==> src/rtl/dsa_mem_arbiter.sv <==
// Three-way arbiter for the single-port image memory: host (ext), write-back (wb), fetch (fe).
// Grants one access per cycle and steers read data back to the issuer via a tag pipeline.
module dsa_mem_arbiter #(
  parameter int ADDR_WIDTH   = 18,
  parameter int DATA_WIDTH   = 8,
  parameter int RD_LATENCY   = 1,
  parameter int STARVE_LIMIT = 8
) (
  input  logic                  clk,
  input  logic                  rst,
  input  logic                  ext_req,
  input  logic                  ext_we,
  input  logic [ADDR_WIDTH-1:0] ext_addr,
  input  logic [DATA_WIDTH-1:0] ext_wdata,
  output logic                  ext_gnt,
  output logic                  ext_rvalid,
  input  logic                  wb_req,
  input  logic [ADDR_WIDTH-1:0] wb_addr,
  input  logic [DATA_WIDTH-1:0] wb_wdata,
  output logic                  wb_gnt,
  input  logic                  fe_req,
  input  logic [ADDR_WIDTH-1:0] fe_addr,
  output logic                  fe_gnt,
  output logic                  fe_rvalid,
  output logic [DATA_WIDTH-1:0] rdata,
  output logic                  mem_read_en,
  output logic                  mem_write_en,
  output logic [ADDR_WIDTH-1:0] mem_addr,
  output logic [DATA_WIDTH-1:0] mem_data_in,
  input  logic [DATA_WIDTH-1:0] mem_data_out,
  output logic [15:0]           starve_events
);

  // Handshake: a requester holds req/addr/we/wdata until it sees gnt high in the
  // same cycle; the access is issued to memory in that cycle, req may drop before gnt.

  localparam logic [1:0] TAG_NONE = 2'd0;
  localparam logic [1:0] TAG_EXT  = 2'd1;
  localparam logic [1:0] TAG_FE   = 2'd2;
  localparam logic [7:0] LIMIT    = 8'(STARVE_LIMIT);

  logic [7:0] fe_wait;
  logic       promoted;
  logic [1:0] issue_tag;
  logic [1:0] ret_tag;
  logic [1:0] tag_q [RD_LATENCY];

  assign promoted = (fe_wait >= LIMIT);

  // Grants are gated by rst so nothing reaches memory while reset is held.
  assign ext_gnt = !rst && ext_req;
  assign fe_gnt  = !rst && !ext_req && fe_req && (promoted || !wb_req);
  assign wb_gnt  = !rst && !ext_req && wb_req && !(fe_req && promoted);

  always_comb begin
    mem_read_en  = 1'b0;
    mem_write_en = 1'b0;
    mem_addr     = '0;
    mem_data_in  = '0;
    issue_tag    = TAG_NONE;
    if (ext_gnt) begin
      mem_read_en  = !ext_we;
      mem_write_en = ext_we;
      mem_addr     = ext_addr;
      mem_data_in  = ext_wdata;
      issue_tag    = ext_we ? TAG_NONE : TAG_EXT;
    end else if (wb_gnt) begin
      mem_write_en = 1'b1;
      mem_addr     = wb_addr;
      mem_data_in  = wb_wdata;
    end else if (fe_gnt) begin
      mem_read_en  = 1'b1;
      mem_addr     = fe_addr;
      issue_tag    = TAG_FE;
    end
  end

  always_ff @(posedge clk or posedge rst) begin
    if (rst) begin
      for (int i = 0; i < RD_LATENCY; i++) tag_q[i] <= TAG_NONE;
      fe_wait       <= '0;
      starve_events <= '0;
    end else begin
      tag_q[0] <= issue_tag;
      for (int i = 1; i < RD_LATENCY; i++) tag_q[i] <= tag_q[i-1];
      if (!fe_req || fe_gnt) fe_wait <= '0;
      else if (fe_wait != 8'hFF) fe_wait <= fe_wait + 8'd1;
      if (fe_gnt && promoted && wb_req && starve_events != 16'hFFFF)
        starve_events <= starve_events + 16'd1;
    end
  end

  assign ret_tag    = tag_q[RD_LATENCY-1];
  assign ext_rvalid = (ret_tag == TAG_EXT);
  assign fe_rvalid  = (ret_tag == TAG_FE);
  assign rdata      = (ext_rvalid || fe_rvalid) ? mem_data_out : '0;

endmodule

==> config.mk <==
export PLATFORM = sky130hd
export DESIGN_NAME = dsa_mem_arbiter
export DESIGN_NICKNAME = d
export VERILOG_FILES = /design/src/rtl/dsa_mem_arbiter.sv
export SDC_FILE = /design/constraint.sdc
export NUM_CORES = 1
export LEC_CHECK = 0
export BUFFER_PORTS_ARGS = -buffer_cell sky130_fd_sc_hd__buf_2
export CORE_MARGIN = 2
export CORE_UTILIZATION = 37
export CTS_CLUSTER_SIZE = 40
export DETAILED_ROUTE_END_ITERATION = 10
export PLACE_DENSITY = 0.82
export SYNTH_ARGS = -nofsm -noshare
export SYNTH_HDL_FRONTEND = slang
export SYNTH_SLANG_ARGS = --single-unit
==> constraint.sdc <==
create_clock -name clk -period 2 [get_ports clk]
set_clock_uncertainty 0.05 [all_clocks]
set_input_delay 0.3 -clock clk [delete_from_list [all_inputs] [get_ports clk]]
set_output_delay 0.3 -clock clk [all_outputs]
set_load 0.01 [all_outputs]
=== Word level (Yosys, flattened, before mapping) ===
Index checks and enable logic that the tools add are counted.

* Add/subtract/negate cells: 2
* $lt $le $gt $ge: 1
* Equality and inequality tests: 4
* Mux-type cells: 17
* Reduce and logical (&&, ||, !) cells: 20

{| class="wikitable"
|+ Operators with widths
! operator !! number
|-
| two-way mux 18 bit || 3
|-
| two-way mux 8 bit || 5
|-
| adder 16 x 1 -> 16 bit, second input constant || 1
|-
| inequality test 16 bit, second input constant || 1
|-
| logical AND 1 bit || 10
|-
| adder 8 x 1 -> 8 bit, second input constant || 1
|-
| >= comparator 8 x 4 -> 1 bit, second input constant || 1
|-
| inequality test 8 bit, second input constant || 1
|-
| zero test 1 bit || 6
|-
| two-way mux 1 bit || 6
|-
| two-way mux 2 bit || 3
|-
| logical OR 1 bit || 3
|-
| == test 2 x 1 -> 1 bit, second input constant || 1
|-
| == test 2 bit, second input constant || 1
|-
| nonzero test 2 bit || 1
|}

* Bits in registers: 26
* Output and inout bits: 57
* Logic and storage cells: 47

=== Logic depth before layout (Yosys ltp) ===
* Word-level depth: 7
* Mapped depth: 6
* Mapped depth without buffers: 5

=== Worst setup path after synthesis ===
No wires, ideal clock.

* Kind: flip-flop to output port
* From: register fe_wait[4]
* To: output mem_addr[10]
* Arrival: 1.773 ns
* Data required time: 1.650 ns
* Slack: -0.123 ns
* Cell stages (with the launch flop): 6
* Path buffers: 1
* Path through: dfrtp_1 > or4_4 > nor3b_2 > nor4b_1 > buf_6 > a221o_1

* Longest elaborated chain between the ends: 6
* Elaborated cells between the ends (all ways): 9

{| class="wikitable"
|+ RTL lines
! element !! line !! source
|-
| from (decl) || 42 || <nowiki>logic [7:0] fe_wait;</nowiki>
|-
| from (signal assigned) || 87 || <nowiki>else if (fe_wait != 8'hFF) fe_wait <= fe_wait + 8'd1;</nowiki>
|-
| >= comparator 8 x 4 -> 1 bit || 48 || <nowiki>assign promoted = (fe_wait >= LIMIT);</nowiki>
|-
| logical OR 1 bit || 52 || <nowiki>assign fe_gnt = !rst && !ext_req && fe_req && (promoted || !wb_req);</nowiki>
|-
| logical AND 1 bit || 52 ||
|-
| via fe_gnt || 23 || <nowiki>output logic fe_gnt,</nowiki>
|-
| two-way mux 18 bit || 71 || <nowiki>end else if (fe_gnt) begin</nowiki>
|-
| two-way mux 18 bit || 67 || <nowiki>end else if (wb_gnt) begin</nowiki>
|-
| two-way mux 18 bit || 61 || <nowiki>if (ext_gnt) begin</nowiki>
|-
| to (decl) || 28 || <nowiki>output logic [ADDR_WIDTH-1:0] mem_addr,</nowiki>
|}

The timed path passes the listed nets, and every way through them passes these cells.

=== Worst setup path in the final report ===
* From: register fe_wait[5]
* To: output mem_addr[1]

* Longest elaborated chain between the ends: 6
* Elaborated cells between the ends (all ways): 9

{| class="wikitable"
|+ RTL lines
! element !! line
|-
| >= comparator 8 x 4 -> 1 bit (*) || 48
|-
| logical OR 1 bit or logical AND 1 bit (tied branches) || 52, 53
|-
| logical AND 1 bit or zero test 1 bit (tied branches) || 52, 53
|-
| two-way mux 18 bit or logical AND 1 bit (tied branches) || 71, 53
|-
| two-way mux 18 bit (*) || 67
|-
| two-way mux 18 bit (*) || 61
|}

Every way passes the cells marked *; elsewhere a longest branch is shown, timed or not.

==> impl_results.md <==
- Status: finished, violations left
- Failing checks: negative setup slack
- Final core utilization: between 50 and 60%
- Number of synthesized flops with an enable pin: 0
- Share of layout cells above drive strength 1: 52.5%
- Hold crit path type: in2async
- Max cap viols: 0
- FFs w/ async S/R, synth: 100%
- Pin count of the biggest net entering global routing: 30
- Fin worst setup slack: -0.465 ns
- Starting Density: between 30 and 40%
- Place WS: -0.244 ns
- Fill cell count: 423
- Clk Latency, worst-skew pair: 0.27 ns
- Yosys reg bits: 26
- Crit. Startpoint: fe_wait[5]
- Critical path startpoint category: flop
- Syn avg cell area: roughly 9.6 um2
- Power density over cell area: around 390 nW/um2
- Final wirelength: 6.06 mm
- Die Wd: between 70 and 80 um
- CTS tree: built
- Syn nets: 286
- Crit-path slowest cell: or4_4
- Mapped Area: roughly 1900 um2
- Critical Path, Cell by Cell: or4_4 > nor3b_4 > buf_6 > nor4b_2 > a221o_1 > buf_2
- First-pass GRT wire length: 8.20 mm
- Clock sinks: 26
- Seq/Total Area, Yosys: about a third
- Crit Path Max Fanout: 5
- Critical R2R Launch: fe_wait[4]
- Fin cells: 426
- Routed vias/inst: 5.23
- Dpl hpwl: roughly 4.5 mm
- H-tree levels: 1
- DRC: 0
- Max IR drop VDD: 305 uV
- Setup crit end kind: output pin
- Clk buf depth: 2
- # IOs: 141
- Hold slack final: 0.127 ns
- Die area: around 5700 um2
- Rel. slew slack: 30.5%
- First DRT Iteration DRCs: 116
- Total number of vias: 2226
- Fmax achieved: 0.406 GHz
- Reg clk slew, reported paths: roughly 0.09 ns
- Placed Instances: 417
- Initial antenna violation count: 0
- Hold-fix buffers at CTS: 0
- Final hold violation count: 0
- GRT Resource Usage Total: a little under a fifth
- Max Slew Vio Count: 0
- Synth unique cells: 43
- Total power draw: 0.00115 W
- Dominant synthesized flop cell: dfrtp_1
- Ys Warns: 0
- N_diodes: 0
- Fin crit share: 123%
- Area grow syn2layout: 56.0%
- Global placer's final weighted congestion: about 0.82
- Routed length per instance: about 14 um
- Final ANT Viol Nets: 0
- Placeable Area: 5040 um2
- FF+latch area: 652 um2
- CTS root buffer: clkbuf_8
- DRT Pass-1 Iters: 4
- Lkg Pwr: 1.64 nW
- Slowest Stage Delay on Critical Path: 0.58 ns
- Clock period minus worst slack: 2.47 ns
- CP required: between 1.5 and 2 ns
- Area leader, netlist: dfrtp_1
- Syn Inst Count: ~200
- Cell family with most CP delay: simple AND/OR/NAND/NOR gates
- Arr. time, crit path: 2.12 ns
- Final setup fails: 38
- Setup Crit Path Kind: reg2out
- Num CTS Buffers: 3
- Num rows: 26
- Chip height: 75.6 um
- RSZ-0062 raised after global routing: true
- Multi-input gate area: around 1200 um2
- Least-Margin Pin Slew: 1.03 ns
- Grt total ovfl: 0
- Area contributors post-synth: dfrtp_1, a221o_1, xor2_1
- Final #Nets: about 450
- Vias in the first global route: 1738
- Port Buf Inserts: 140
- Worst Path Buf+Inv: 2
- Area share of the largest cell type after synthesis: ~34%
[worst min-delay path, delay by kind of cell]
kind	cells	cell delay, ns
buffers and inverters	3	0.56
[path summary, 6_finish.rpt]
| path | endpoint | slack [ns] | depth (start not counted) |
|---|---|---|---|
| worst min register to register | starve_events[15] | 0.49 | 1 |
| worst max-delay path | mem_addr[1] | -0.47 | 6 |
| max in group asynchronous | fe_wait[4] | 1.51 | 3 |
| min in group clk | ret_tag[0] | 0.16 | 2 |
| worst min-delay path | fe_wait[1] | 0.13 | 3 |
| worst max register to register | fe_wait[6] | -0.07 | 6 |
[final cells by class]
type	instances	area share, %
Clock buffer	3	1.39
Inverter	6	0.760
Timing Repair Buffer	164	31.7
Sequential cell	26	22.0
Tap cell	70	2.96
Multi-Input combinational cell	157	41.1
[cell families (layout without fill, tap and decap cells)]
logic type / after synthesis / count (layout) / synth area share (%)
buffers and inverters: 16 / 173 / 5.01
XOR/XNOR: 15 / 15 / 6.92
flip-flops: 26 / 26 / 34.3
AND/OR/NAND/NOR: 92 / 94 / 30.3
AO/OA/AOI/OAI: 39 / 39 / 17.9
adder cells (fa/ha/maj): 5 / 5 / 3.30
multiplexers: 4 / 4 / 2.31
[timing repair]
item	4_1_cts	5_1_grt
gates cloned	3	0
buffers inserted	2	1
setup endpoints to repair	30	39
pin swaps	3	2
resized for setup	5	3
[metal layers]
| metal | up-vias | track usage (%) | wire (um) |
|---|---|---|---|
| li1 | 1075 | - | - |
| met1 | 1053 | 27.5 | 2740 |
| met2 | 92 | 28.7 | 2890 |
| met3 | 6 | 1.85 | 366 |
| met4 | 0 | 5.46 | 71 |
| met5 | - | 0 | 0 |
[state kept, by name, summed over array words and instances (netlist names)]
register and flops:
starve_events 16, fe_wait 8, ret_tag 2
[power breakdown]
part	internal [W]	switching [W]	total (W)
logic	0.000168	0.000141	0.000309
registers	0.000533	0.00000810	0.000541
clock network	0.000135	0.000168	0.000304
[cells in the final DEF (no fill, tap or decap), types with 2 or more instances in the layout]
cell type / n
nor2b_1: 10
a221o_1: 18
a31oi_1: 2
nand2_1: 7
nand4_1: 7
clkbuf_8: 3
nor4_1: 7
dfrtp_1: 25
xnor2_1: 2
a22o_1: 8
nor4b_4: 2
mux2_2: 2
buf_4: 19
buf_6: 3
a211oi_1: 3
and3_1: 2
xor2_1: 13
buf_2: 139
nor2_1: 7
nor3b_1: 3
ha_1: 5
o21ai_0: 2
inv_1: 6
and2_1: 12
nor3_1: 7
buf_12: 2
and2_2: 7
nand3_1: 10
and4_1: 4
[synthesized netlist by cell type, types with 2 or more instances]
master	number
a31oi_1	2
a221o_1	18
a211oi_1	3
nor4_1	7
xnor2_1	2
and2_2	7
ha_1	5
nor4b_1	2
buf_4	2
and4_1	4
clkbuf_1	4
nor2b_1	10
buf_6	2
xor2_1	13
nand3_1	10
mux2_2	2
and2_1	13
nor2_1	7
dfrtp_1	26
inv_1	6
nand4_1	7
and3_1	2
a22o_1	8
nor3_1	7
o21ai_0	2
nor3b_1	3
nand2_1	7
[through the flow]
step | TNS [ns] | instance area [um2]
global route | -15.54 | 2960
detailed placement | -4.70 | 2800
finish | -12.02 | 2960
CTS | -11.89 | 2940
global placement | -3.30 | 2800
floorplan | -1.30 | 1920
(Power assumes the default switching activity.)
